`src/rtl/uart_pkg.sv`:
```
// Shared types and register map for the UART receive peripheral.
package uart_pkg;

  // Receiver deframing states.
  typedef enum logic [2:0] {
    IDLE,
    START,
    DATA,
    STOP,
    WAIT_HIGH
  } rx_state_t;

  // Register byte offsets on the IO read port.
  localparam logic [3:0] UART_RX_DATA_OFS   = 4'h0;
  localparam logic [3:0] UART_RX_STATUS_OFS = 4'h4;

  // STATUS register bit positions.
  localparam int STAT_NOT_EMPTY_BIT = 0;
  localparam int STAT_FULL_BIT      = 1;
  localparam int STAT_FRAME_ERR_BIT = 2;
  localparam int STAT_OVERRUN_BIT   = 3;
  localparam int STAT_COUNT_LSB     = 4;

  // Assemble the low byte of the STATUS register.
  function automatic logic [7:0] pack_status(input logic [3:0] count,
                                             input logic       overrun,
                                             input logic       frame_err,
                                             input logic       full,
                                             input logic       not_empty);
    logic [7:0] s;
    s                          = '0;
    s[STAT_NOT_EMPTY_BIT]      = not_empty;
    s[STAT_FULL_BIT]           = full;
    s[STAT_FRAME_ERR_BIT]      = frame_err;
    s[STAT_OVERRUN_BIT]        = overrun;
    s[STAT_COUNT_LSB +: 4]     = count;
    return s;
  endfunction

endpackage

```
`src/rtl/sync_fifo.sv`:
```
// Single-clock FIFO with head-of-queue peek. A push while full is ignored
// unless a pop in the same cycle frees the slot.
module sync_fifo #(
  parameter int WIDTH = 8,
  parameter int DEPTH = 8,
  localparam int AW   = $clog2(DEPTH),
  localparam int CW   = AW + 1
) (
  input  logic             clk,
  input  logic             rst,
  input  logic             push,
  input  logic [WIDTH-1:0] push_data,
  input  logic             pop,
  output logic [WIDTH-1:0] head,
  output logic             full,
  output logic             empty,
  output logic [CW-1:0]    count
);

  logic [WIDTH-1:0] mem [DEPTH];
  logic [AW-1:0]    wr_ptr;
  logic [AW-1:0]    rd_ptr;
  logic             do_push;
  logic             do_pop;

  assign full    = (count == CW'(DEPTH));
  assign empty   = (count == '0);
  assign do_pop  = pop && !empty;
  assign do_push = push && (!full || do_pop);
  assign head    = mem[rd_ptr];

  // Storage write.
  // NOTE: the array has no reset; pointers and count alone decide which entries are valid.
  always_ff @(posedge clk) begin
    if (do_push) mem[wr_ptr] <= push_data;
  end

  // Pointer and occupancy bookkeeping.
  // NOTE: sequential state uses non-blocking assignments so every flop samples pre-edge values.
  always_ff @(posedge clk) begin
    if (rst) begin
      wr_ptr <= '0;
      rd_ptr <= '0;
      count  <= '0;
    end else begin
      if (do_push) wr_ptr <= wr_ptr + 1'b1;
      if (do_pop)  rd_ptr <= rd_ptr + 1'b1;
      case ({do_push, do_pop})
        2'b10:   count <= count + 1'b1;
        2'b01:   count <= count - 1'b1;
        default: count <= count;
      endcase
    end
  end

endmodule

```
`src/rtl/uart_rx_peripheral.sv`:
```
// Oversampling 8N1 UART receiver with receive FIFO and a registered
// DATA/STATUS read port.
module uart_rx_peripheral
  import uart_pkg::*;
#(
  parameter int CLKS_PER_BIT = 108,
  parameter int FIFO_DEPTH   = 8
) (
  input  logic        clock,
  input  logic        resetActiveHigh,
  input  logic        uartReceive,
  input  logic        readValid,
  input  logic [3:0]  readAddress,
  output logic [31:0] readData,
  output logic        readDataValid,
  output logic        rxInterrupt
);

  localparam int             CW       = $clog2(CLKS_PER_BIT);
  localparam logic [CW-1:0]  HALF_CNT = CW'((CLKS_PER_BIT - 1) / 2);
  localparam logic [CW-1:0]  LAST_CNT = CW'(CLKS_PER_BIT - 1);
  localparam int             FCW      = $clog2(FIFO_DEPTH) + 1;

  logic [1:0]     sync_q;
  logic           rx_sync;
  rx_state_t      state_q, state_d;
  logic [CW-1:0]  cnt_q, cnt_d;
  logic [2:0]     bit_q, bit_d;
  logic [7:0]     shift_q, shift_d;
  logic           rx_push;
  logic           frame_err_set;

  logic           fifo_pop;
  logic [7:0]     fifo_head;
  logic           fifo_full;
  logic           fifo_empty;
  logic [FCW-1:0] fifo_count;
  logic           overrun_set;
  logic           overrun_q;
  logic           frame_err_q;
  logic           rd_data;
  logic           rd_status;
  logic [31:0]    read_word;

  assign rx_sync = sync_q[1];

  // Two-flop synchroniser for the asynchronous serial line, idling high.
  always_ff @(posedge clock) begin
    if (resetActiveHigh) sync_q <= 2'b11;
    else                 sync_q <= {sync_q[0], uartReceive};
  end

  // Deframer state, baud counter, bit index and shift register.
  always_ff @(posedge clock) begin
    if (resetActiveHigh) begin
      state_q <= IDLE;
      cnt_q   <= '0;
      bit_q   <= '0;
      shift_q <= '0;
    end else begin
      state_q <= state_d;
      cnt_q   <= cnt_d;
      bit_q   <= bit_d;
      shift_q <= shift_d;
    end
  end

  // Next-state logic: sample mid-bit, collect LSB-first, validate the stop bit.
  // NOTE: every output of this block gets a default first so no path infers a latch.
  always_comb begin
    state_d       = state_q;
    cnt_d         = cnt_q;
    bit_d         = bit_q;
    shift_d       = shift_q;
    rx_push       = 1'b0;
    frame_err_set = 1'b0;
    case (state_q)
      IDLE: begin
        if (!rx_sync) begin
          state_d = START;
          cnt_d   = '0;
        end
      end
      START: begin
        if (cnt_q == HALF_CNT) begin
          cnt_d = '0;
          if (!rx_sync) begin
            state_d = DATA;
            bit_d   = '0;
          end else begin
            state_d = IDLE;
          end
        end else begin
          cnt_d = cnt_q + 1'b1;
        end
      end
      DATA: begin
        if (cnt_q == LAST_CNT) begin
          cnt_d          = '0;
          shift_d[bit_q] = rx_sync;
          if (bit_q == 3'd7) state_d = STOP;
          else               bit_d   = bit_q + 1'b1;
        end else begin
          cnt_d = cnt_q + 1'b1;
        end
      end
      STOP: begin
        if (cnt_q == LAST_CNT) begin
          cnt_d = '0;
          if (rx_sync) begin
            rx_push = 1'b1;
            state_d = IDLE;
          end else begin
            frame_err_set = 1'b1;
            state_d       = WAIT_HIGH;
          end
        end else begin
          cnt_d = cnt_q + 1'b1;
        end
      end
      WAIT_HIGH: begin
        if (rx_sync) state_d = IDLE;
      end
      default: state_d = IDLE;
    endcase
  end

  assign rd_data     = readValid && (readAddress == UART_RX_DATA_OFS);
  assign rd_status   = readValid && (readAddress == UART_RX_STATUS_OFS);
  assign fifo_pop    = rd_data && !fifo_empty;
  assign overrun_set = rx_push && fifo_full && !fifo_pop;

  sync_fifo #(
    .WIDTH (8),
    .DEPTH (FIFO_DEPTH)
  ) u_fifo (
    .clk       (clock),
    .rst       (resetActiveHigh),
    .push      (rx_push),
    .push_data (shift_q),
    .pop       (fifo_pop),
    .head      (fifo_head),
    .full      (fifo_full),
    .empty     (fifo_empty),
    .count     (fifo_count)
  );

  // Sticky error flags: a STATUS read clears them, a same-cycle new error wins.
  always_ff @(posedge clock) begin
    if (resetActiveHigh) begin
      overrun_q   <= 1'b0;
      frame_err_q <= 1'b0;
    end else begin
      if (overrun_set)    overrun_q   <= 1'b1;
      else if (rd_status) overrun_q   <= 1'b0;
      if (frame_err_set)  frame_err_q <= 1'b1;
      else if (rd_status) frame_err_q <= 1'b0;
    end
  end

  // Read mux, evaluated on pre-read state so STATUS reports flags before clearing.
  always_comb begin
    read_word = '0;
    case (readAddress)
      UART_RX_DATA_OFS:   read_word = fifo_empty ? 32'd0 : {24'd0, fifo_head};
      UART_RX_STATUS_OFS: read_word = {24'd0, pack_status(4'(fifo_count), overrun_q,
                                                          frame_err_q, fifo_full, !fifo_empty)};
      default:            read_word = '0;
    endcase
  end

  // Registered read response; data holds between reads.
  always_ff @(posedge clock) begin
    if (resetActiveHigh) begin
      readData      <= '0;
      readDataValid <= 1'b0;
    end else begin
      readDataValid <= readValid;
      if (readValid) readData <= read_word;
    end
  end

  assign rxInterrupt = !fifo_empty || overrun_q || frame_err_q;

endmodule

```
`config.mk`:
```
export PLATFORM = sky130hd
export DESIGN_NAME = uart_rx_peripheral
export DESIGN_NICKNAME = d
export VERILOG_FILES = /design/src/rtl/uart_pkg.sv /design/src/rtl/sync_fifo.sv /design/src/rtl/uart_rx_peripheral.sv
export SDC_FILE = /design/constraint.sdc
export NUM_CORES = 1
export LEC_CHECK = 0
export ABC_AREA = 1
export CAP_MARGIN = 20
export CORE_MARGIN = 2
export CORE_UTILIZATION = 58
export DETAILED_ROUTE_END_ITERATION = 16
export PLACE_DENSITY = 0.8
export SLEW_MARGIN = 20
export SYNTH_ARGS = -nofsm -noshare
export SYNTH_HDL_FRONTEND = slang
export SYNTH_SLANG_ARGS = --single-unit
```
`constraint.sdc`:
```
create_clock -name clock -period 2.6 [get_ports clock]
set_input_delay 0.39 -clock clock [delete_from_list [all_inputs] [get_ports clock]]
set_output_delay 0.39 -clock clock [all_outputs]
set_load 0.1 [all_outputs]
```
==> flow_metrics.env <==
export IMPL_period_needed_ns=2.398
export IMPL_tightest_slew_ns=0.9264
export IMPL_cts_sink_count=111
export IMPL_period_share_pct=92.24
export IMPL_dr_pass1_iters=7
export IMPL_drv_slew=0
export IMPL_antenna_found_initial=0
export IMPL_vias_per_cell=5.368
export IMPL_vias=3747
export IMPL_max_vdd_ir_drop_uv=409.0
export IMPL_rows=34
export IMPL_dieArea_um2=9586
export IMPL_fp_dieW_um=97.91
export IMPL_cts_root_buf="clkbuf_8"
export IMPL_critPathRequiredTime_ns=2.87
export IMPL_status="finished, final reports clean"
export IMPL_min_delay_path_class="flop to flop"
export IMPL_place_congestion=0.8738
export IMPL_power_density_nw_per_um2=625.2
export IMPL_drive_above_1_share_pct=10.34
export IMPL_async_reset_ff_share_pct=0
export IMPL_cp_end_kind="flop"
export IMPL_worst_ep_arrival_time_ns=2.67
export IMPL_fillers=700
export IMPL_synth_cell_types=39
export IMPL_finalHoldViolCount=0
export IMPL_grt_max_degree=33
export IMPL_final_common_cell="nand2_1"
export IMPL_area_growth_pct=6.996
export IMPL_critPathLaunchType="flop"
export IMPL_cp_num_buf_inv=3
export IMPL_cts_hold_buf=0
export IMPL_p_leak_nw=2.147
export IMPL_portBuffers=17
export IMPL_grt_setup_unrepaired="false"
export IMPL_slew_headroom_pct=38.17
export IMPL_drt_antenna_violating_nets=0
export IMPL_worst_path_largest_cell_delay_ns=0.42
export IMPL_htree_num_levels=3
export IMPL_ys_warn_count=0
export IMPL_drtIter0Drc=250
export IMPL_critPathKind="flop to flop"
export IMPL_io_pins=42
export IMPL_syn_instance_count=564
export IMPL_hpwl_mm=7.146
export IMPL_critPathMostFrequentCell="ha_1"
export IMPL_finalSetupViolCount=0
export IMPL_synth_area_top_cells="edfxtp_1 (38%), dfxtp_1 (18%), nand2_1 (7.9%)"
export IMPL_final_net_count=602
export IMPL_synth_seq_cells=111
export IMPL_slowest_stage="dfxtp_1"
export IMPL_wl_per_cell_um=14.41
export IMPL_cap_violations=0
export IMPL_clock_path_buffers=2
export IMPL_die_h_um=97.91
export IMPL_design_area_um2=5473
export IMPL_critPathTopFamily="simple AND/OR/NAND/NOR gates"
export IMPL_totalWireLength_mm=10.06
export IMPL_synth_top_cell_by_area="edfxtp_1"
export IMPL_fmax_ghz=0.4170
export IMPL_fp_coreArea_um2=8636
export IMPL_initial_utilization_pct=59.23
export IMPL_skew_ns=0.01737
export IMPL_n_antenna_cell=0
export IMPL_grt_usage_pct=21.48
export IMPL_critPathMaxFanout=5
export IMPL_worstSkewPairLatency_ns=0.37
export IMPL_final_cell_mix="nand2_1 (107), nor2_1 (75), edfxtp_1 (64)"
export IMPL_synth_ff_type="edfxtp_1"
export IMPL_cts_made_buffers=9
export IMPL_grt_pass1_vias=3465
export IMPL_synth_top_cell_area_share_pct=37.57
export IMPL_synth_avg_cell_area_um2=9.069
export IMPL_dpl_cell_area_um2=5301
export IMPL_synth_area_um2=5115
export IMPL_tns_ns=0
export IMPL_grt_pass1_wl_mm=16.40
export IMPL_yosysSeqAreaShare_pct=55.97
export IMPL_synth_edf_count=64
export IMPL_postCtsSetupRepairBufs=0
export IMPL_drc=0
export IMPL_cts_repair_resized=0
export IMPL_cts_tree="yes"
export IMPL_crit_chain="ha_1 -> nand2_1 -> clkinv_2 -> nand3_4 -> nor3_4 -> nand2_2 -> ha_1 -> nand2_1 -> inv_1 -> nor2_1 -> ha_1 -> a21oi_1 -> xnor2_1 -> o21ai_0 -> inv_1"
export IMPL_clk_pin_slew_worst_paths_ns=0.11
export IMPL_grt_overflow_total=0
## layout make-up
cell class | instances | area, um^2 | share of cell area (%)
timing repair buffer | 29 | 235.2 | 4.298
inverter | 52 | 196.4 | 3.589
tap | 108 | 135.1 | 2.469
clock inverter | 7 | 47.55 | 0.8688
clock buffer | 9 | 123.9 | 2.263
multi-input combinational | 382 | 1872 | 34.20
sequential | 111 | 2863 | 52.31
## Yosys cell counts (8+ instances only)
cell	number
o21ai_0	38
buf_4	25
nand3_1	38
clkbuf_1	10
edfxtp_1	64
inv_1	46
o211ai_1	12
ha_1	9
dfxtp_1	47
a21oi_1	28
nor2_1	75
nand2_1	107
nor2_2	8
nand4_1	13
## layer usage
metal	global-route usage, %	routed length (um)	vias up
met1	28.84	4558	1741
met4	11.54	312	0
met5	0	0	-
met2	34.19	4785	104
li1	-	-	1879
met3	2.792	402	23
## registers in the layout, indices dropped and copies added, names as in the netlist, named ones only
signal,count
shift_q,8
sync_q,2
u_fifo.mem,64
frame_err_q,1
overrun_q,1
u_fifo.rd_ptr,3
readData,8
cnt_q,7
u_fifo.wr_ptr,3
bit_q,3
readDataValid,1
state_q,3
u_fifo.count,4
## per-stage QoR
stage | cells | setup slack (ns) | hold slack, ns | util [%] | total power (W)
finish | 698 | 0.2018 | 0.4268 | 63.37 | 0.003421
global route | 698 | 0.007815 | 0.4530 | 63.37 | 0.003563
CTS | 698 | 0.2208 | 0.4350 | 63.37 | 0.003428
detailed placement | 682 | 0.03820 | 0.4037 | 61.39 | 0.002515
global placement | 682 | 0.1585 | 0.4025 | 61.39 | 0.002503
floorplan | 587 | 0.4658 | 0.3895 | - | 0.002453
## power by group
group	total, W	leakage [nW]	switching [W]	internal (W)
clock	0.000940	0.0781	0.000591	0.000349
sequential	0.00193	0.973	0.0000599	0.00187
combinational	0.000547	1.10	0.000424	0.000123
## final timing paths
| check | startpoint | endpoint | slack, ns | depth (start not counted) |
|---|---|---|---|---|
| setup reg to reg | cnt_q[0] | u_fifo.count[2] | 0.20 | 15 |
| hold / removal | sync_q[0] | sync_q[1] | 0.43 | 1 |
| hold reg to reg | sync_q[0] | sync_q[1] | 0.43 | 1 |
| setup / recovery | cnt_q[0] | u_fifo.count[2] | 0.20 | 15 |
## cell families (layout without fill, tap and decap cells)
group	after synthesis	in the layout	synth area share, %
DFF	111	111	55.97
buffers and inverters	94	97	9.124
AOI/OAI and AO/OA	88	88	9.540
xor gates and xnor gates	4	4	0.6851
adders and majority gates	9	9	2.202
and+or+nand+nor	257	257	22.41
other	1	24	0.07332
Note: power is estimated with default switching activity, not from simulation.
